<file path="config.mk">
export PLATFORM = sky130hd
export DESIGN_NAME = spi_xbar_arbiter_flat
export DESIGN_NICKNAME = d
export VERILOG_FILES = /design/src/rtl/spi_xbar_arbiter_if.sv /design/src/rtl/spi_xbar_arbiter.sv /design/src/flat_wrapper.sv
export SDC_FILE = /design/constraint.sdc
export NUM_CORES = 1
export LEC_CHECK = 0
export CAP_MARGIN = 20
export CORE_MARGIN = 3
export CORE_UTILIZATION = 61
export CTS_BUF_LIST = sky130_fd_sc_hd__clkbuf_4 sky130_fd_sc_hd__clkbuf_8
export DETAILED_ROUTE_END_ITERATION = 16
export PLACE_DENSITY = 0.88
export SLEW_MARGIN = 10
export SYNTH_ARGS = -nofsm -noshare
export SYNTH_HDL_FRONTEND = slang
export SYNTH_SLANG_ARGS = --single-unit
</file>
<file path="constraint.sdc">
create_clock -name clk_i -period 4 [get_ports clk_i]
set_input_delay 0.4 -clock clk_i [delete_from_list [all_inputs] [get_ports clk_i]]
set_output_delay 0.4 -clock clk_i [all_outputs]
set_load 0.01 [all_outputs]
</file>
<file path="src/rtl/spi_xbar_arbiter_if.sv">
// Host-side handshake and crossbar routing bundle for the SD slot arbiter.
interface spi_xbar_arbiter_if;
    logic [1:0] mcu_req_i;
    logic [1:0] fpga_req_i;
    logic       mcu_ssel_i;
    logic       fpga_ssel_i;
    logic [1:0] mcu_gnt_o;
    logic [1:0] fpga_gnt_o;
    logic [7:0] config_o;
    logic [1:0] fpga_sel_o;
    logic       timeout_o;

    modport master (
        output mcu_req_i, fpga_req_i, mcu_ssel_i, fpga_ssel_i,
        input  mcu_gnt_o, fpga_gnt_o, config_o, fpga_sel_o, timeout_o
    );

    modport slave (
        input  mcu_req_i, fpga_req_i, mcu_ssel_i, fpga_ssel_i,
        output mcu_gnt_o, fpga_gnt_o, config_o, fpga_sel_o, timeout_o
    );
endinterface

</file>
<file path="src/rtl/spi_xbar_arbiter.sv">
// Shares SD0/SD1 between MCU and FPGA SPI hosts; drives crossbar routing so
// it only changes on idle buses, with guard time and idle-owner revocation.
module spi_xbar_arbiter #(
    parameter int GUARD_CYCLES   = 4,
    parameter int TIMEOUT_CYCLES = 65535
) (
    input  logic               clk_i,
    input  logic               n_rst_i,
    spi_xbar_arbiter_if.slave  bus
);
    localparam int TW = $clog2(TIMEOUT_CYCLES + 1);
    localparam int GW = (GUARD_CYCLES > 1) ? $clog2(GUARD_CYCLES) : 1;

    typedef enum logic [1:0] {S_IDLE, S_GUARD, S_GRANT, S_DRAIN} st_t;

    st_t             st   [2];
    st_t             st_n [2];
    logic [GW-1:0]   gcnt   [2];
    logic [GW-1:0]   gcnt_n [2];
    logic [TW-1:0]   tcnt   [2];
    logic [TW-1:0]   tcnt_n [2];
    logic [1:0]      own, own_n, ptr, ptr_n;
    logic [1:0]      msel, msel_n, fsel, fsel_n;
    logic            to_q, to_n;
    logic [1:0]      msync, fsync;
    logic            mss, fss;
    logic [1:0]      em, ef, win, oss, oreq, comp, rel;
    logic            cm, cf;
    logic [1:0]      mg, fg;

    // chip selects idle high, so synchronisers reset to deasserted
    always_ff @(posedge clk_i or negedge n_rst_i) begin
        if (!n_rst_i) begin
            msync <= 2'b11;
            fsync <= 2'b11;
        end else begin
            msync <= {msync[0], bus.mcu_ssel_i};
            fsync <= {fsync[0], bus.fpga_ssel_i};
        end
    end
    assign mss = msync[1];
    assign fss = fsync[1];

    always_ff @(posedge clk_i or negedge n_rst_i) begin
        if (!n_rst_i) begin
            for (int s = 0; s < 2; s++) begin
                st[s]   <= S_IDLE;
                gcnt[s] <= '0;
                tcnt[s] <= '0;
            end
            own  <= 2'b00;
            ptr  <= 2'b11;
            msel <= 2'b11;
            fsel <= 2'b11;
            to_q <= 1'b0;
        end else begin
            st   <= st_n;
            gcnt <= gcnt_n;
            tcnt <= tcnt_n;
            own  <= own_n;
            ptr  <= ptr_n;
            msel <= msel_n;
            fsel <= fsel_n;
            to_q <= to_n;
        end
    end

    always_comb begin
        st_n   = st;
        gcnt_n = gcnt;
        tcnt_n = tcnt;
        own_n  = own;
        ptr_n  = ptr;
        msel_n = msel;
        fsel_n = fsel;
        to_n   = 1'b0;
        em = '0; ef = '0; win = '0; oss = '0; oreq = '0; comp = '0; rel = '0;
        cm = 1'b0;
        cf = 1'b0;
        for (int s = 0; s < 2; s++) begin
            // a host busy on the other slot, or just picked by SD0, is ineligible
            em[s]   = bus.mcu_req_i[s]  & ~((st[1-s] != S_IDLE) & ~own[1-s]) & ~cm;
            ef[s]   = bus.fpga_req_i[s] & ~((st[1-s] != S_IDLE) &  own[1-s]) & ~cf;
            oss[s]  = own[s] ? fss : mss;
            oreq[s] = own[s] ? bus.fpga_req_i[s] : bus.mcu_req_i[s];
            comp[s] = own[s] ? em[s] : ef[s];
            win[s]  = (em[s] & ef[s]) ? ~ptr[s] : ef[s];
            case (st[s])
                S_IDLE: if (em[s] | ef[s]) begin
                    st_n[s]   = S_GUARD;
                    own_n[s]  = win[s];
                    ptr_n[s]  = win[s];
                    gcnt_n[s] = '0;
                    if (win[s]) begin
                        fsel_n = 2'(s);
                        cf     = 1'b1;
                    end else begin
                        msel_n = 2'(s);
                        cm     = 1'b1;
                    end
                end
                S_GUARD: begin
                    if (gcnt[s] == GW'(GUARD_CYCLES - 1)) begin
                        st_n[s]   = S_GRANT;
                        tcnt_n[s] = '0;
                    end else begin
                        gcnt_n[s] = gcnt[s] + GW'(1);
                    end
                end
                S_GRANT: begin
                    if (!oreq[s]) begin
                        tcnt_n[s] = '0;
                        if (oss[s]) begin
                            st_n[s] = S_IDLE;
                            rel[s]  = 1'b1;
                        end else begin
                            st_n[s] = S_DRAIN;
                        end
                    end else if (comp[s] & oss[s]) begin
                        // pointer already names the owner, so the waiter wins next
                        if (tcnt[s] == TW'(TIMEOUT_CYCLES - 1)) begin
                            st_n[s]   = S_IDLE;
                            rel[s]    = 1'b1;
                            to_n      = 1'b1;
                            tcnt_n[s] = '0;
                        end else begin
                            tcnt_n[s] = tcnt[s] + TW'(1);
                        end
                    end else begin
                        tcnt_n[s] = '0;
                    end
                end
                S_DRAIN: if (oss[s]) begin
                    st_n[s] = S_IDLE;
                    rel[s]  = 1'b1;
                end
                default: st_n[s] = S_IDLE;
            endcase
            if (rel[s]) begin
                if (own[s]) fsel_n = 2'b11;
                else        msel_n = 2'b11;
            end
        end
    end

    always_comb begin
        mg = '0;
        fg = '0;
        for (int s = 0; s < 2; s++) begin
            mg[s] = (st[s] == S_GRANT) & ~own[s];
            fg[s] = (st[s] == S_GRANT) &  own[s];
        end
    end

    assign bus.mcu_gnt_o  = mg;
    assign bus.fpga_gnt_o = fg;
    assign bus.config_o   = {2'b00, msel, 2'b00, own[1], own[0]};
    assign bus.fpga_sel_o = fsel;
    assign bus.timeout_o  = to_q;
endmodule

</file>
<file path="src/flat_wrapper.sv">
// flat-port wrapper written by rule: the top's interface ports become plain ports
module spi_xbar_arbiter_flat 
#(
    parameter int GUARD_CYCLES   = 4,
    parameter int TIMEOUT_CYCLES = 65535
)
  (clk_i, n_rst_i, bus_mcu_req_i, bus_fpga_req_i, bus_mcu_ssel_i, bus_fpga_ssel_i, bus_mcu_gnt_o, bus_fpga_gnt_o, bus_config_o, bus_fpga_sel_o, bus_timeout_o);
  spi_xbar_arbiter_if bus_i ();
  input  logic clk_i;
  input  logic n_rst_i;
  input wire logic [$bits(bus_i.mcu_req_i)-1:0] bus_mcu_req_i;
  input wire logic [$bits(bus_i.fpga_req_i)-1:0] bus_fpga_req_i;
  input wire logic [$bits(bus_i.mcu_ssel_i)-1:0] bus_mcu_ssel_i;
  input wire logic [$bits(bus_i.fpga_ssel_i)-1:0] bus_fpga_ssel_i;
  output wire logic [$bits(bus_i.mcu_gnt_o)-1:0] bus_mcu_gnt_o;
  output wire logic [$bits(bus_i.fpga_gnt_o)-1:0] bus_fpga_gnt_o;
  output wire logic [$bits(bus_i.config_o)-1:0] bus_config_o;
  output wire logic [$bits(bus_i.fpga_sel_o)-1:0] bus_fpga_sel_o;
  output wire logic [$bits(bus_i.timeout_o)-1:0] bus_timeout_o;
  assign bus_i.mcu_req_i = bus_mcu_req_i;
  assign bus_i.fpga_req_i = bus_fpga_req_i;
  assign bus_i.mcu_ssel_i = bus_mcu_ssel_i;
  assign bus_i.fpga_ssel_i = bus_fpga_ssel_i;
  assign bus_mcu_gnt_o = bus_i.mcu_gnt_o;
  assign bus_fpga_gnt_o = bus_i.fpga_gnt_o;
  assign bus_config_o = bus_i.config_o;
  assign bus_fpga_sel_o = bus_i.fpga_sel_o;
  assign bus_timeout_o = bus_i.timeout_o;
  spi_xbar_arbiter #(.GUARD_CYCLES(GUARD_CYCLES), .TIMEOUT_CYCLES(TIMEOUT_CYCLES)) u_core (.clk_i(clk_i), .n_rst_i(n_rst_i), .bus(bus_i));
endmodule
</file>
[After elaboration in Yosys (flattened, before gate mapping)]
Index checks and enable logic that the tools add are counted.
Storage, ports and cells
  flip-flop bits (word level): 53
  bits of input ports: 8
  output and inout bits: 15
  logic and storage cells: 169
Operators by class
  add/subtract/negate cells: 4
  equality and inequality tests: 22
  mux-type cells: 82
  bitwise gates (word level): 30
  reduce and logical (&&, ||, !) cells: 16
Operator list (count)
  16-bit 2-to-1 mux: 8
  2-bit 2-to-1 mux: 38
  16-bit case mux with 2 select lines: 2
  16-bit by 1-bit adder with 16-bit output, second input constant: 2
  16-bit == test, second input constant: 2
  1-bit 2-to-1 mux: 28
  1-bit bitwise AND: 18
  2-bit case mux with 4 select lines: 2
  2-bit == test, second input constant: 6
  2-bit by 1-bit != test with 1-bit output, second input constant: 6
  3-bit != test, second input constant: 4
  2-bit nonzero test: 6
  1-bit inverter: 10
  5-bit AND reduction: 2
  2-bit case mux with 2 select lines: 2
  2-bit AND reduction: 4
  3-bit AND reduction: 2
  2-bit by 1-bit adder with 2-bit output, second input constant: 2
  2-bit by 1-bit == test with 1-bit output, second input constant: 2
  2-bit logical NOT: 2
  2-bit != test, second input constant: 2
  1-bit case mux with 2 select lines: 2
  1-bit bitwise OR: 2

[Logic depth before layout (Yosys ltp)]
Gate-level depths: netlist (run 1).
  depth after elaboration: 18
  depth in mapped cells: 9
  depth with buffers taken out: 7

[Worst setup path before layout (run 1)]
OpenSTA, ideal clock, no wires.
  path type: register -> register
  start point: reg u_core.st[3] in the netlist's numbering
  end point: reg u_core.msel[0]
  library setup time: 88 ps
  arrival: 1878 ps
  data required time: 3912 ps
  setup slack: 2034 ps
  stages on the path, launching flop included: 7
  buffers on the path: 1
  period minus slack after synthesis: 1966 ps
  cells stage by stage: dfrtp_1 buf_6 or3b_4 o311a_4 o221ai_4 a21oi_2 or3b_1
On the way
  word-level cells in the longest chain between the ends: 12
  elaborated cells between the ends (all ways): 33
  classes of those cells: 2 x eq/ne; 16 x mux; 13 x bitwise; 2 x reduce/logical
RTL lines
  start, declared: line spi_xbar_arbiter.sv:16  | st_t st [2];
  start signal, assigned: line spi_xbar_arbiter.sv:57  | st <= st_n;
  2-bit nonzero test: line spi_xbar_arbiter.sv:82, spi_xbar_arbiter.sv:83
  1-bit bitwise AND (on tied branches): line spi_xbar_arbiter.sv:82, spi_xbar_arbiter.sv:83
  1-bit inverter (on tied branches): line spi_xbar_arbiter.sv:82, spi_xbar_arbiter.sv:83
  1-bit bitwise AND (on tied branches) (2 in series): line spi_xbar_arbiter.sv:82, spi_xbar_arbiter.sv:83
  1-bit bitwise AND: line spi_xbar_arbiter.sv:87  | win[s] = (em[s] & ef[s]) ? ~ptr[s] : ef[s];
  1-bit 2-to-1 mux: line spi_xbar_arbiter.sv:87
  2-bit 2-to-1 mux: line spi_xbar_arbiter.sv:94  | if (win[s]) begin
  2-bit 2-to-1 mux: line spi_xbar_arbiter.sv:89  | S_IDLE: if (em[s] | ef[s]) begin
  2-bit 2-to-1 mux: line spi_xbar_arbiter.sv:88  | case (st[s])
  2-bit 2-to-1 mux: line spi_xbar_arbiter.sv:140  | if (own[s]) fsel_n = 2'b11;
  2-bit 2-to-1 mux *: line spi_xbar_arbiter.sv:139  | if (rel[s]) begin
  named net u_core.msel_n[0]: line spi_xbar_arbiter.sv:23  | logic [1:0] msel, msel_n, fsel, fsel_n;
  end signal, assigned: line spi_xbar_arbiter.sv:62  | msel <= msel_n;
  end, declared: line spi_xbar_arbiter.sv:23
Mark *: on every way through the listed nets, which the timed path passes. The rest lies on a longest branch.
A chain may end at the register's enable or synchronous reset.

[Final worst setup path (run 1)]
  start point: reg u_core.own[1]
  end point: reg u_core.tcnt[2] in the netlist's numbering
On the way
  word-level cells in the longest chain between the ends: 16
  elaborated cells between the ends (all ways): 27
  classes of those cells: 13 x mux; 14 x bitwise
RTL lines
  start, declared: line spi_xbar_arbiter.sv:22  | logic [1:0] own, own_n, ptr, ptr_n;
  start signal, assigned: line spi_xbar_arbiter.sv:60  | own <= own_n;
  1-bit inverter: line spi_xbar_arbiter.sv:82  | em[s] = bus.mcu_req_i[s] & ~((st[1-s] != S_IDLE) & ~own[1-s]) & ~cm;
  1-bit bitwise AND: line spi_xbar_arbiter.sv:82
  1-bit inverter: line spi_xbar_arbiter.sv:82
  1-bit bitwise AND: line spi_xbar_arbiter.sv:82
  1-bit bitwise AND: line spi_xbar_arbiter.sv:87
  1-bit 2-to-1 mux: line spi_xbar_arbiter.sv:87
  1-bit 2-to-1 mux: line spi_xbar_arbiter.sv:94
  1-bit 2-to-1 mux: line spi_xbar_arbiter.sv:89
  1-bit 2-to-1 mux: line spi_xbar_arbiter.sv:88
  1-bit inverter (on tied branches): line spi_xbar_arbiter.sv:83, spi_xbar_arbiter.sv:82
  1-bit bitwise AND (on tied branches): line spi_xbar_arbiter.sv:83, spi_xbar_arbiter.sv:82
  1-bit 2-to-1 mux: line spi_xbar_arbiter.sv:86  | comp[s] = own[s] ? em[s] : ef[s];
  1-bit bitwise AND: line spi_xbar_arbiter.sv:119  | end else if (comp[s] & oss[s]) begin
  16-bit 2-to-1 mux: line spi_xbar_arbiter.sv:119
  16-bit 2-to-1 mux *: line spi_xbar_arbiter.sv:111  | if (!oreq[s]) begin
  16-bit case mux with 2 select lines *: line spi_xbar_arbiter.sv:88
  end signal, assigned: line spi_xbar_arbiter.sv:59  | tcnt <= tcnt_n;
  end, declared: line spi_xbar_arbiter.sv:20  | logic [TW-1:0] tcnt [2];
Every way passes the cells marked *; elsewhere a longest branch is shown, timed or not.

==> metrics.txt, run 1 <==
status finished clean; Setup Viol. Count Final 0; Clock Path Buffers 2; clock insertion delay at the later pin of the skew report 0.30 ns; Synth warnings 0; Die X 78.8 um; Least-Margin Pin Slew 0.918 ns; Fmax 0.386 GHz; gr ovfl total 0; Synth top area share 0.333; worst-path fanout max 19; Max Cap Viol 0; Critical Path AT 2.79 ns; Post-synth EDFFs 0; RSZ-0062 raised after global routing no; Worst setup EP type register; storage element area 0.00134 mm^2; drt initial violations 237; leading area contributor after synthesis dfrtp_1; Reg2Reg Capture Point u_core.tcnt[2]$_DFFE_PN0P_; antenna diode count 0; area of the multi-input gates 0.00174 mm^2; final period utilization 0.648; reg-to-reg slack, setup 1.41 ns; CTS tree yes; Synth Flop Type dfrtp_1; Total GRT Usage 0.247; WL/cell 16.3 um; Synth Register Bits 53; routed vias/inst 6.41; placed insts 427; core area 0.00491 mm^2; Die H 78.8 um; post-synthesis mux area share 0.00929; Post-Synth Simple-Gate Area 0.244; TritonCTS Sinks 53; total number of vias 2788; Post-CTS Setup Inserts 0; DRT Wirelength 7.08 mm; crit path launch u_core.own[1]$_DFFE_PN0P_; Sum Neg Setup Slack 0 ns; Area Growth Syn to Fin 8.52%; H-tree Lvls 2; sequential area share after synthesis 0.414; die area 0.00621 mm^2; adder-cell share of the synthesized area 0.0232; Static Leak 1.36 nW; Rows 25; Power Density 548 mW/mm^2; initial antenna violation count 0; largest net degree at the start of global routing 54; Detailed Routing Iterations Pass 1 5; R2R Path Start u_core.own[1]$_DFFE_PN0P_; global-route wire length before repair 12.4 mm; Hold-fix buffers, CTS 0; Synth Instances 354; CP startpoint kind register; Hold Slack 0.192 ns; Routability Congestion 0.931; XOR/XNOR share of the synthesized area 0.0379; Clock transition at path regs 0.09 ns; average cell area after synthesis 9.13 um^2; PostCTS Resize Cnt 0; min Tclk post-route 2.59 ns; Inserted Clock Buffers 5; unique cell type count in the Yosys netlist 67; remaining routing DRC violations 0; max_slew headroom 0.382; largest family of logic cells by synthesized area simple AND/OR/NAND/NOR gates; antenna viol nets, final 0; vias in the first global route 2605; R2R depth 5; Synth Area in Compound Gates 0.219; I/O Buffers 18; Async S/R FF share, synth 1.00; Initial Utilization 0.658; VDD IR max 0.000271 V; Post-DP HPWL 5.13 mm; skew final 0.00947 ns; Slew Limit Fails 0; Worst Hold Class input port to asynchronous set/reset pin; Top Ports 23; Synth area leaders dfrtp_1, dfstp_2, nor2_1, nand3_1, nand2_1; share of cells above drive strength 1 0.0951; CTS Root Cell clkbuf_8; crit path kind register to register; cell area after synthesis 0.00323 mm^2; Post-Layout Cell Count 435; final hold vios 0; Filler cells 392; Nets 381; Req. time, crit path 4.20 ns
[synthesized netlist by cell type (3+ instances only)]
| cell type | count |
|---|---|
| ha_1 | 6 |
| a31oi_1 | 15 |
| buf_2 | 7 |
| nand3_1 | 22 |
| o21ai_0 | 6 |
| o21bai_1 | 3 |
| dfstp_2 | 10 |
| o21ai_1 | 7 |
| nor4_1 | 8 |
| and3_1 | 6 |
| buf_4 | 5 |
| a21oi_1 | 12 |
| xor2_1 | 5 |
| xnor2_1 | 9 |
| nand2_1 | 29 |
| a21o_1 | 4 |
| o22ai_1 | 5 |
| nor3_1 | 8 |
| clkbuf_1 | 3 |
| and2_1 | 5 |
| nand4_1 | 7 |
| a211oi_1 | 3 |
| o311ai_0 | 4 |
| nand2b_1 | 4 |
| nor2_1 | 36 |
| nor2b_1 | 4 |
| dfrtp_1 | 43 |
| o21a_1 | 5 |
| inv_1 | 16 |
| or3_1 | 4 |
| o211ai_1 | 3 |
| o2bb2ai_1 | 3 |
| mux2i_1 | 3 |
[worst max path at each step]
stage	endpoint	slack, ns	depth (start not counted)
final	u_core.tcnt[2]$_DFFE_PN0P_	1.41	5
after CTS	u_core.tcnt[2]$_DFFE_PN0P_	1.46	5
after global placement	u_core.tcnt[2]$_DFFE_PN0P_	1.31	6
after detailed placement	u_core.tcnt[2]$_DFFE_PN0P_	1.29	6
after global routing	u_core.tcnt[2]$_DFFE_PN0P_	1.21	5
after floorplan	u_core.msel[0]$_DFF_PN1_	2.03	6
[layout make-up]
| cell class | count | area share |
|---|---|---|
| Timing Repair Buffer | 20 | 0.0542 |
| Inverter | 16 | 0.0171 |
| Clock buffer | 8 | 0.0260 |
| Multi-Input combinational cell | 271 | 0.497 |
| Tap cell | 67 | 0.0239 |
| Sequential cell | 53 | 0.382 |
[registers in the layout, indices dropped and copies added, names as in the netlist]
| name | count |
|---|---|
| u_core.tcnt | 32 |
| u_core.gcnt | 4 |
| u_core.st | 4 |
| u_core.bus.fpga_sel_o | 2 |
| u_core.fsync | 2 |
| u_core.msel | 2 |
| u_core.msync | 2 |
| u_core.own | 2 |
| u_core.ptr | 2 |
| u_core.bus.timeout_o | 1 |
[through the flow]
step	power [mW]	setup slack, ns	utilization	instance area, um^2
3_5_place_dp	1.61	1.29	0.696	3420
3_3_place_gp	1.59	1.31	0.696	3420
4_1_cts	1.93	1.46	0.714	3510
2_1_floorplan	1.39	2.03	-	3240
6_report	1.92	1.41	0.714	3510
5_1_grt	2.06	1.21	0.714	3510
[report_power, final]
part           switching, mW  internal (mW)
Combinational          0.446          0.342
Clock                  0.161          0.145
Sequential             0.177          0.651
[kinds of logic (layout without fill, tap and decap cells)]
| kind of cell | count (synthesis) | after routing |
|---|---|---|
| and+or+nand+nor | 150 | 150 |
| AOI/OAI and AO/OA | 94 | 94 |
| DFF | 53 | 53 |
| buffers and inverters | 33 | 44 |
| xor gates and xnor gates | 14 | 14 |
| adders and majority gates | 6 | 6 |
| muxes | 3 | 3 |
| other | 1 | 4 |
[cells in the final DEF (no fill, tap or decap), types with 3 or more instances in the layout]
cell type	n
clkdlybuf4s50_1	17
mux2i_1	3
o21ai_0	6
dfstp_2	10
o21bai_1	3
o211ai_1	3
clkbuf_4	3
o21a_1	5
nor4_1	8
nand4_1	7
o21ai_1	7
o311ai_0	4
clkbuf_8	5
nand2b_1	4
or3_1	4
conb_1	4
nor2b_1	4
ha_1	6
nor3_1	7
and3_1	6
nand3_1	22
xnor2_1	9
dfrtp_1	43
o22ai_1	5
and2_1	5
xor2_1	5
a31oi_1	15
a21oi_1	12
a211oi_1	3
o2bb2ai_1	3
nand2_1	29
inv_1	16
a21o_1	4
nor2_1	36
[worst max-delay path, stage by stage (launching register included)]
cell,delay [ns]
dfrtp_1,0.66
o21ai_1,0.25
and4_1,0.37
o31ai_4,0.62
nand2_2,0.27
o32ai_1,0.33
[per-layer routing]
metal	up-vias	wire length, um	GRT usage
met5	-	0	0
met4	0	159	0.0874
met3	17	464	0.0374
met2	115	3270	0.382
met1	1323	3190	0.352
li1	1333	-	-
Power figures use the tool's default switching activity.
==> run 2, diff against run 1 <==
--- a/config.mk
+++ b/config.mk
@@ -7,10 +7,10 @@
 export LEC_CHECK = 0
 export CAP_MARGIN = 20
 export CORE_MARGIN = 3
-export CORE_UTILIZATION = 61
+export CORE_UTILIZATION = 55
 export CTS_BUF_LIST = sky130_fd_sc_hd__clkbuf_4 sky130_fd_sc_hd__clkbuf_8
 export DETAILED_ROUTE_END_ITERATION = 16
-export PLACE_DENSITY = 0.88
+export PLACE_DENSITY = 0.84
 export SLEW_MARGIN = 10
 export SYNTH_ARGS = -nofsm -noshare
 export SYNTH_HDL_FRONTEND = slang
==> constraint.sdc (replaced) <==
create_clock -name clk_i -period 2.3 [get_ports clk_i]
set_input_delay 0.23 -clock clk_i [delete_from_list [all_inputs] [get_ports clk_i]]
set_output_delay 0.23 -clock clk_i [all_outputs]
set_load 0.01 [all_outputs]
==> run 2 against run 1 <==
Design area increased by 4.5%. Critical endpoint is now u_core.msel[0]$_DFF_PN1_. Fmax increased by 24%. First-iteration DRC count decreased by 21%. Core utilization decreased by 6.0 points.
==> metrics.txt, run 2 (same netlist as run 1, synthesis figures left out) <==
Die H 82.7 um (+4.9%); clock insertion delay at the later pin of the skew report 0.31 ns (about the same); storage element area 0.00134 mm^2 (unchanged); Hold-fix buffers, CTS 0 (unchanged); Req. time, crit path 2.54 ns (-1.66 ns); Die X 82.7 um (+4.9%); Post-DP HPWL 5.10 mm (-0.71%); core area 0.00561 mm^2 (+14%); antenna viol nets, final 0 (unchanged); Nets 402 (+5.5%); initial antenna violation count 0 (unchanged); skew final 0.0102 ns (+0.000699 ns); H-tree Lvls 2 (unchanged); Slew Limit Fails 0 (unchanged); Area Growth Syn to Fin 13.4%; R2R Path Start u_core.st[2]$_DFFE_PN0P_; VDD IR max 0.000648 V (+140%); Post-CTS Setup Inserts 2 (+2); worst path bufs/invs 0 (unchanged); most frequent cells in the layout dfrtp_1, nor2_1, nand2_1; TritonCTS Sinks 53 (unchanged); Top reg by flops u_core.tcnt; crit path kind register to register; gr ovfl total 0 (unchanged); Top Ports 23 (unchanged); Clock Path Buffers 2 (unchanged); Filler cells 462 (+18%); area of the multi-input gates 0.00174 mm^2 (unchanged); WL/cell 15.4 um (-5.6%); drt initial violations 187 (-21%); Worst setup EP type register; CP max stage delay 0.56 ns (-0.10 ns); Routability Congestion 0.907 (-2.6%); most common cell after layout, fill and taps aside dfrtp_1; Placement Cell Area 0.00356 mm^2 (+4.4%); min Tclk post-route 2.10 ns (-0.497 ns); max reg flops 32 (unchanged); total number of vias 2861 (+2.6%); antenna diode count 0 (unchanged); Sum Neg Setup Slack 0 ns (unchanged); CTS tree yes; final period utilization 0.911 (+0.263); Total Power 3.49 mW (+82%); Largest regs u_core.tcnt (32), u_core.gcnt (4), u_core.st (4); Worst Hold Class input port to asynchronous set/reset pin; vias in the first global route 2616 (+0.42%); status finished clean; die area 0.00683 mm^2 (+10%); max_slew headroom 0.557 (+0.175); Clock transition at path regs 0.09 ns (about the same); Critical Path AT 2.33 ns (-0.46 ns); Rows 27 (+8.0%); global-route wire length before repair 12.1 mm (-1.8%); CP startpoint kind register; Detailed Routing Iterations Pass 1 4 (-1); placed insts 451 (+5.6%); reg-to-reg slack, setup 0.20 ns (-1.20 ns); worst-path fanout max 14 (-5); DRT Wirelength 7.09 mm (about the same); Final Cell Area 0.00367 mm^2 (+4.5%); Least-Margin Pin Slew 0.664 ns (-0.254 ns); Power Density 952 mW/mm^2 (+74%); RSZ-0062 raised after global routing no; crit path max-delay cell type dfrtp_1; Fmax 0.477 GHz (+24%); Inserted Clock Buffers 5 (unchanged); Hold Slack 0.0238 ns (-0.168 ns); crit path cell chain or3b_4, o311a_4, o221ai_4, a21oi_2, or3b_1; share of cells above drive strength 1 0.144 (+0.0489); Setup Viol. Count Final 0 (unchanged); crit-path leading delay family simple AND/OR/NAND/NOR gates; crit path launch u_core.st[2]$_DFFE_PN0P_; remaining routing DRC violations 0 (unchanged); Post-Layout Cell Count 461 (+6.0%); CTS Root Cell clkbuf_8; largest net degree at the start of global routing 54 (unchanged); Static Leak 1.47 nW (+7.7%); Max Cap Viol 0 (unchanged); Initial Utilization 0.576 (-0.0818); PostCTS Resize Cnt 0 (unchanged); routed vias/inst 6.21 (-3.2%); I/O Buffers 18 (unchanged); final hold vios 0 (unchanged); Total GRT Usage 0.227 (-0.0191)
-- run 2: where the power goes --
part | internal (mW) | switching (mW) | leakage, nW
clock | 0.223 | 0.297 | 0.0484
combinational | 0.724 | 0.896 | 0.731
sequential | 1.13 | 0.218 | 0.689
total | 2.08 | 1.41 | 1.47
-- run 2: cell type report --
type,instances,area share
clock buffer,6,0.0208
clock inverter,2,0.00273
inverter,16,0.0164
multi-input combinational,271,0.475
sequential,53,0.365
tap,72,0.0246
timing repair buffer,41,0.0949
-- run 2: worst paths after layout --
kind	end	depth (start not counted)
worst max-delay path	u_core.msel[0]$_DFF_PN1_	5
worst min-delay path	u_core.gcnt[2]$_DFFE_PN0P_	2
worst max register to register	u_core.msel[0]$_DFF_PN1_	5
worst min register to register	u_core.msync[1]$_DFF_PN1_	0
max in group asynchronous	u_core.tcnt[29]$_DFFE_PN0P_	2
min in group clk_i	u_core.fsync[0]$_DFF_PN1_	1
-- run 2: worst register-to-register path: cells and delay by family (launching register included) --
family / cells / cell delay [ns]
flip-flops: 1 / 0.56
AO/OA/AOI/OAI: 3 / 0.62
AND/OR/NAND/NOR: 2 / 0.85
-- run 2: layer usage --
layer  share of wire  up-vias  track usage
li1                -     1372            -
met1            0.45     1360        0.314
met2            0.46      112        0.350
met3           0.066       17       0.0434
met4           0.024        0       0.0931
met5               0        -            0
-- run 2: per-stage QoR --
| step | setup WS, ns | utilization |
|---|---|---|
| after floorplan | 0.334 | - |
| after global placement | -0.0959 | 0.636 |
| after detailed placement | -0.113 | 0.636 |
| after CTS | 0.229 | 0.654 |
| after global routing | 0.0762 | 0.654 |
| final | 0.205 | 0.654 |
==> run 3, diff against run 2 <==
--- a/config.mk
+++ b/config.mk
@@ -5,6 +5,7 @@
 export SDC_FILE = /design/constraint.sdc
 export NUM_CORES = 1
 export LEC_CHECK = 0
+export ABC_CLOCK_PERIOD_IN_PS = 2300
 export CAP_MARGIN = 20
 export CORE_MARGIN = 3
 export CORE_UTILIZATION = 55
==> results of run 3 <==
The final DEF is identical to that of run 2; final timing and power are the same.
